<file path="src/rtl/bcd_stopwatch_if.sv">
// bcd_stopwatch_if: control/display bundle for the stopwatch core; lap/lap_active exist only with LAP_HOLD_EN.
interface bcd_stopwatch_if;
  logic        tick;
  logic        start_stop;
  logic        clear;
  logic [15:0] bcd;
  logic        running;
  logic        ovf;
`ifdef LAP_HOLD_EN
  logic        lap;
  logic        lap_active;
  modport master (output tick, start_stop, clear, lap, input bcd, running, ovf, lap_active);
  modport slave (input tick, start_stop, clear, lap, output bcd, running, ovf, lap_active);
`else
  modport master (output tick, start_stop, clear, input bcd, running, ovf);
  modport slave (input tick, start_stop, clear, output bcd, running, ovf);
`endif
endinterface

</file>
<file path="src/rtl/bcd_stopwatch_core.sv">
// bcd_stopwatch_core: 4-digit BCD stopwatch with IDLE/RUN/PAUSE control and tick prescaler.
// Optional lap freeze of the display is enabled by defining LAP_HOLD_EN.
module bcd_stopwatch_core #(
  parameter int DIV_TICKS = 10,
  parameter bit ROLLOVER  = 1
) (
  input logic clk,
  input logic rst,
  bcd_stopwatch_if.slave b
);
  typedef enum logic [1:0] {IDLE, RUN, PAUSE} state_e;
  state_e      state_q, state_d;
  logic [15:0] count_q, count_d;
  logic [7:0]  psc_q, psc_d;
  logic        ss_q, ovf_q, ovf_d, ss_edge, step, at_max, sat_hit;

  function automatic logic [15:0] bcd_inc(input logic [15:0] v);
    logic [15:0] r;
    logic        c;
    r = v;
    c = 1'b1;
    for (int i = 0; i < 4; i++) begin
      if (c) begin
        c = r[4*i +: 4] == 4'd9;
        r[4*i +: 4] = c ? 4'd0 : r[4*i +: 4] + 4'd1;
      end
    end
    return r;
  endfunction

  always_comb begin
    ss_edge = b.start_stop & ~ss_q;
    step    = state_q == RUN && b.tick && psc_q == 8'(DIV_TICKS - 1);
    at_max  = count_q == 16'h9999;
    sat_hit = step && at_max && !ROLLOVER;
  end

  always_ff @(posedge clk or posedge rst)
    if (rst) state_q <= IDLE;
    else     state_q <= state_d;

  // Saturation forces PAUSE even if a start_stop edge arrives in the same cycle.
  always_comb begin
    state_d = state_q;
    if (b.clear)      state_d = IDLE;
    else if (sat_hit) state_d = PAUSE;
    else if (ss_edge) state_d = state_q == RUN ? PAUSE : RUN;
  end

  always_comb begin
    psc_d   = (b.clear || state_q == IDLE) ? 8'd0 :
              (state_q == RUN && b.tick) ? (step ? 8'd0 : psc_q + 8'd1) : psc_q;
    count_d = b.clear ? 16'h0000 : (!step || sat_hit) ? count_q : bcd_inc(count_q);
    ovf_d   = !b.clear && step && at_max;
  end

  always_ff @(posedge clk or posedge rst)
    if (rst) begin
      count_q <= '0;
      psc_q   <= '0;
      ss_q    <= 1'b0;
      ovf_q   <= 1'b0;
    end else begin
      count_q <= count_d;
      psc_q   <= psc_d;
      ss_q    <= b.start_stop;
      ovf_q   <= ovf_d;
    end

`ifdef LAP_HOLD_EN
  logic        lap_q, frz_q, frz_d, lap_edge;
  logic [15:0] hold_q, hold_d;
  always_comb begin
    lap_edge = b.lap & ~lap_q;
    frz_d    = state_d == IDLE ? 1'b0 : (lap_edge && state_q != IDLE) ? ~frz_q : frz_q;
    hold_d   = (lap_edge && !frz_q) ? count_q : hold_q;
  end
  always_ff @(posedge clk or posedge rst)
    if (rst) begin
      lap_q  <= 1'b0;
      frz_q  <= 1'b0;
      hold_q <= '0;
    end else begin
      lap_q  <= b.lap;
      frz_q  <= frz_d;
      hold_q <= hold_d;
    end
  always_comb begin
    b.bcd        = frz_q ? hold_q : count_q;
    b.lap_active = frz_q;
  end
`else
  always_comb b.bcd = count_q;
`endif

  always_comb begin
    b.running = state_q == RUN;
    b.ovf     = ovf_q;
  end
endmodule
</file>
<file path="src/flat_wrapper.sv">
// flat-port wrapper written by rule: the top's interface ports become plain ports
module bcd_stopwatch_core_flat 
#(
  parameter int DIV_TICKS = 10,
  parameter bit ROLLOVER  = 1
)
  (clk, rst, b_tick, b_start_stop, b_clear, b_bcd, b_running, b_ovf);
  bcd_stopwatch_if b_i ();
  input logic clk;
  input logic rst;
  input wire logic [$bits(b_i.tick)-1:0] b_tick;
  input wire logic [$bits(b_i.start_stop)-1:0] b_start_stop;
  input wire logic [$bits(b_i.clear)-1:0] b_clear;
  output wire logic [$bits(b_i.bcd)-1:0] b_bcd;
  output wire logic [$bits(b_i.running)-1:0] b_running;
  output wire logic [$bits(b_i.ovf)-1:0] b_ovf;
  assign b_i.tick = b_tick;
  assign b_i.start_stop = b_start_stop;
  assign b_i.clear = b_clear;
  assign b_bcd = b_i.bcd;
  assign b_running = b_i.running;
  assign b_ovf = b_i.ovf;
  bcd_stopwatch_core #(.DIV_TICKS(DIV_TICKS), .ROLLOVER(ROLLOVER)) u_core (.clk(clk), .rst(rst), .b(b_i));
endmodule
</file>
<file path="config.mk">
export PLATFORM = sky130hd
export DESIGN_NAME = bcd_stopwatch_core_flat
export DESIGN_NICKNAME = d
export VERILOG_FILES = /design/src/rtl/bcd_stopwatch_if.sv /design/src/rtl/bcd_stopwatch_core.sv /design/src/flat_wrapper.sv
export SDC_FILE = /design/constraint.sdc
export NUM_CORES = 1
export LEC_CHECK = 0
export CORE_MARGIN = 2
export CORE_UTILIZATION = 25
export CTS_BUF_LIST = sky130_fd_sc_hd__clkbuf_8
export CTS_CLUSTER_SIZE = 14
export DETAILED_ROUTE_END_ITERATION = 16
export HOLD_SLACK_MARGIN = 0.15
export PLACE_DENSITY = 0.4
export SLEW_MARGIN = 20
export SYNTH_ARGS = -nofsm -noshare
export SYNTH_HDL_FRONTEND = slang
export SYNTH_SLANG_ARGS = --single-unit
</file>
<file path="constraint.sdc">
create_clock -name clk -period 3.25 [get_ports clk]
set_clock_uncertainty 0.15 [all_clocks]
set_input_delay 0.975 -clock clk [delete_from_list [all_inputs] [get_ports clk]]
set_output_delay 0.975 -clock clk [all_outputs]
set_load 0.01 [all_outputs]
</file>
==> impl_metrics.yaml <==
placement:
  dp_hpwl_um: 2500
  io_buffers: 22
  place.gp.congestion: 0.787
  placed_area_um2: 1880
final_layout:
  area_growth_pct: 24.3
  post-route-cell-area_um2: 1950
  drive_gt1_frac: 0.0909
  n_antenna_cell: 0
  multiInputGateArea_um2: 810
  nets: 197
  final_util: 0.325
  register_area_um2: 701
  n_fill_cell: 613
critical_path:
  crit_path_max_fanout: 11
  setup.worst_path.class: "in -> reg"
  crit_arrival_ns: 2.78
  cp.required_ns: 3.30
  cp-start-kind: "primary input"
  cp-end-kind: "flip-flop"
power_and_ir_drop:
  pwr-share-seq: 0.532
  finalPower_uw: 661
  pwr-share-comb: 0.051
  leakagePower_uw: 0.000748
  internal_power_uw: 528
  clkPwrFrac: 0.417
  power_density_nw_per_um2: 340
  power_switching_uw: 134
  sw_frac_of_total: 0.202
  peakVddDrop_uv: 164
cts:
  htree_levels: 1
  cts_num_sinks: 28
  cts_tree: "built"
  insertion_delay_ns: 0.27
  clkTransAtPathRegs_ns: 0.10
  cts_max_path_buffers: 2
  cts-root-buf: "clkbuf_8"
  cts-buffers-inserted: 3
  ctsResizeCount: 0
  hold_buffers: 0
  cts_setup_buffers: 0
yosys:
  synth_cells: 163
  netlist.area_leader.share: 0.447
  synth_cell_type_count: 35
  syn-num-nets: 172
  yosysWarnings: 0
  yosysSeqAreaShare: 0.447
  synth_async_sr_flop_share: 1.00
  ys_ff_latch: 28
  synth_area_um2: 1570
  synth_edf_count: 0
  yosys.area.top_type: "dfrtp_1"
  synth_area_leaders: "dfrtp_1 45%, a21oi_1 5.4%, or4_1 4.8%"
  synth_most_common_cell: "dfrtp_1"
  ys.flop_type: "dfrtp_1"
  yosys-top-cells-count: "28 x dfrtp_1, 17 x a21oi_1, 12 x o21ai_0"
  synth_area_per_cell_um2: 9.62
sta:
  relSlewSlack: 0.750
  finalSetupTns_ns: 0
  finalHoldViolations: 0
  post-route-period-util: 0.839
  finalMaxSlewViolations: 0
  tightest_slew_ns: 0.375
  rsz0062_at_grt: "false"
  finalCriticalPeriod_ns: 2.73
  hold_ws_ns: 0.394
  fmaxAchievable_ghz: 0.367
  setup_viol: 0
routing:
  ant_nets: 0
  vias: 1303
  drtIter0Drc: 29
  dr.pass1.iters: 4
  post_drt_via_cell_ratio: 4.97
  route.detailed.drc: 0
  wl_um: 3510
  avgRoutedWirePerCell_um: 13.4
global_route:
  grt_pass1_wl_um: 6160
  grtUsageMet1: 0.143
  grt_antenna_before_repair: 0
  grtUsageMet2: 0.172
  grt_util_met3: 0.0209
  overflow: 0
  grt-busiest-layer: "met2"
  grt_max_degree: 29
  track_usage: 0.107
  grt_pass1_vias: 1280
outcome:
  status: "completed"
floorplanning:
  row_count: 28
  die_h_um: 83.2
  core_um2: 5990
  start_util: 0.262
  die_w_um: 83.2
  ioPinCount: 23
  dieArea_um2: 6920
worst_hold_path:
  min_path_type: "reg -> reg"
job:
  cap_violations: 0
-- worst max-delay path, cell delays in order --
cell	delay [ns]
clkdlybuf4s50_1	0.50
and3b_1	0.24
nand4_1	0.31
or4_1	0.59
a31oi_1	0.17
-- routing by layer --
layer  vias to the layer above  share of wire
li1                        650              -
met3                         2          0.036
met1                       630           0.47
met4                         0         0.0065
met2                        21           0.48
met5                         -              0
-- through the flow --
| step | instances | worst slack, ns |
|---|---|---|
| 3_3_place_gp | 258 | 0.260 |
| 2_1_floorplan | 163 | 0.973 |
| 4_1_cts | 262 | 0.533 |
| 6_report | 262 | 0.522 |
| 3_5_place_dp | 258 | 0.233 |
| 5_1_grt | 262 | 0.360 |
-- final timing paths --
check	from	to	slack, ns	depth (start not counted)
max	b_tick	u_core.b.bcd[15]	0.52	5
min	u_core.psc_q[1]	u_core.psc_q[1]	0.39	2
max reg2reg	u_core.psc_q[1]	u_core.b.bcd[15]	1.03	6
min reg2reg	u_core.psc_q[1]	u_core.psc_q[1]	0.39	2
max in group asynchronous	rst	u_core.state_q[1]	1.76	3
min in group asynchronous	rst	u_core.b.bcd[13]	0.92	3
-- cells in the final DEF, fill, tap and decap left out, drive strengths merged, types with 4 or more instances in the layout --
cell type       n
a21oi          17
a31oi           4
clkdlybuf4s50  22
dfrtp          28
ha              4
inv             8
nand2           8
nand3           6
nand4           5
nor2           10
nor2b           8
o21ai          12
o31ai           6
or3             6
or4            11
-- sequential cells by signal, indices dropped and copies added, names as in the netlist --
register	flops
u_core.b.bcd	16
u_core.b.ovf	1
u_core.psc_q	8
u_core.ss_q	1
u_core.state_q	2
-- cell families (layout without fill, tap and decap cells) --
family	Yosys count	after routing	share of synthesized area
simple gates	72	72	0.303
compound gates	40	40	0.142
flops	28	28	0.447
buf+inv	13	37	0.0367
fa+ha+maj	4	4	0.0319
mux	4	4	0.0279
xor+xnor	2	2	0.0112
-- final cells by class --
class                      count  area share
clock buffer                   3      0.0212
clock inverter                 1      0.0154
inverter                       8      0.0154
multi-input combinational    122       0.416
sequential                    28       0.360
tap                           75      0.0482
timing repair buffer          25       0.125
-- power groups by stage --
stage	combinational (µW)	sequential (µW)	clock [µW]
global placement	34.6	359	0
global route	39.4	353	305
CTS	35.2	352	294
floorplan	20.5	358	0
detailed placement	35.0	359	0
finish	33.8	352	276
Power figures use the tool's default switching activity.
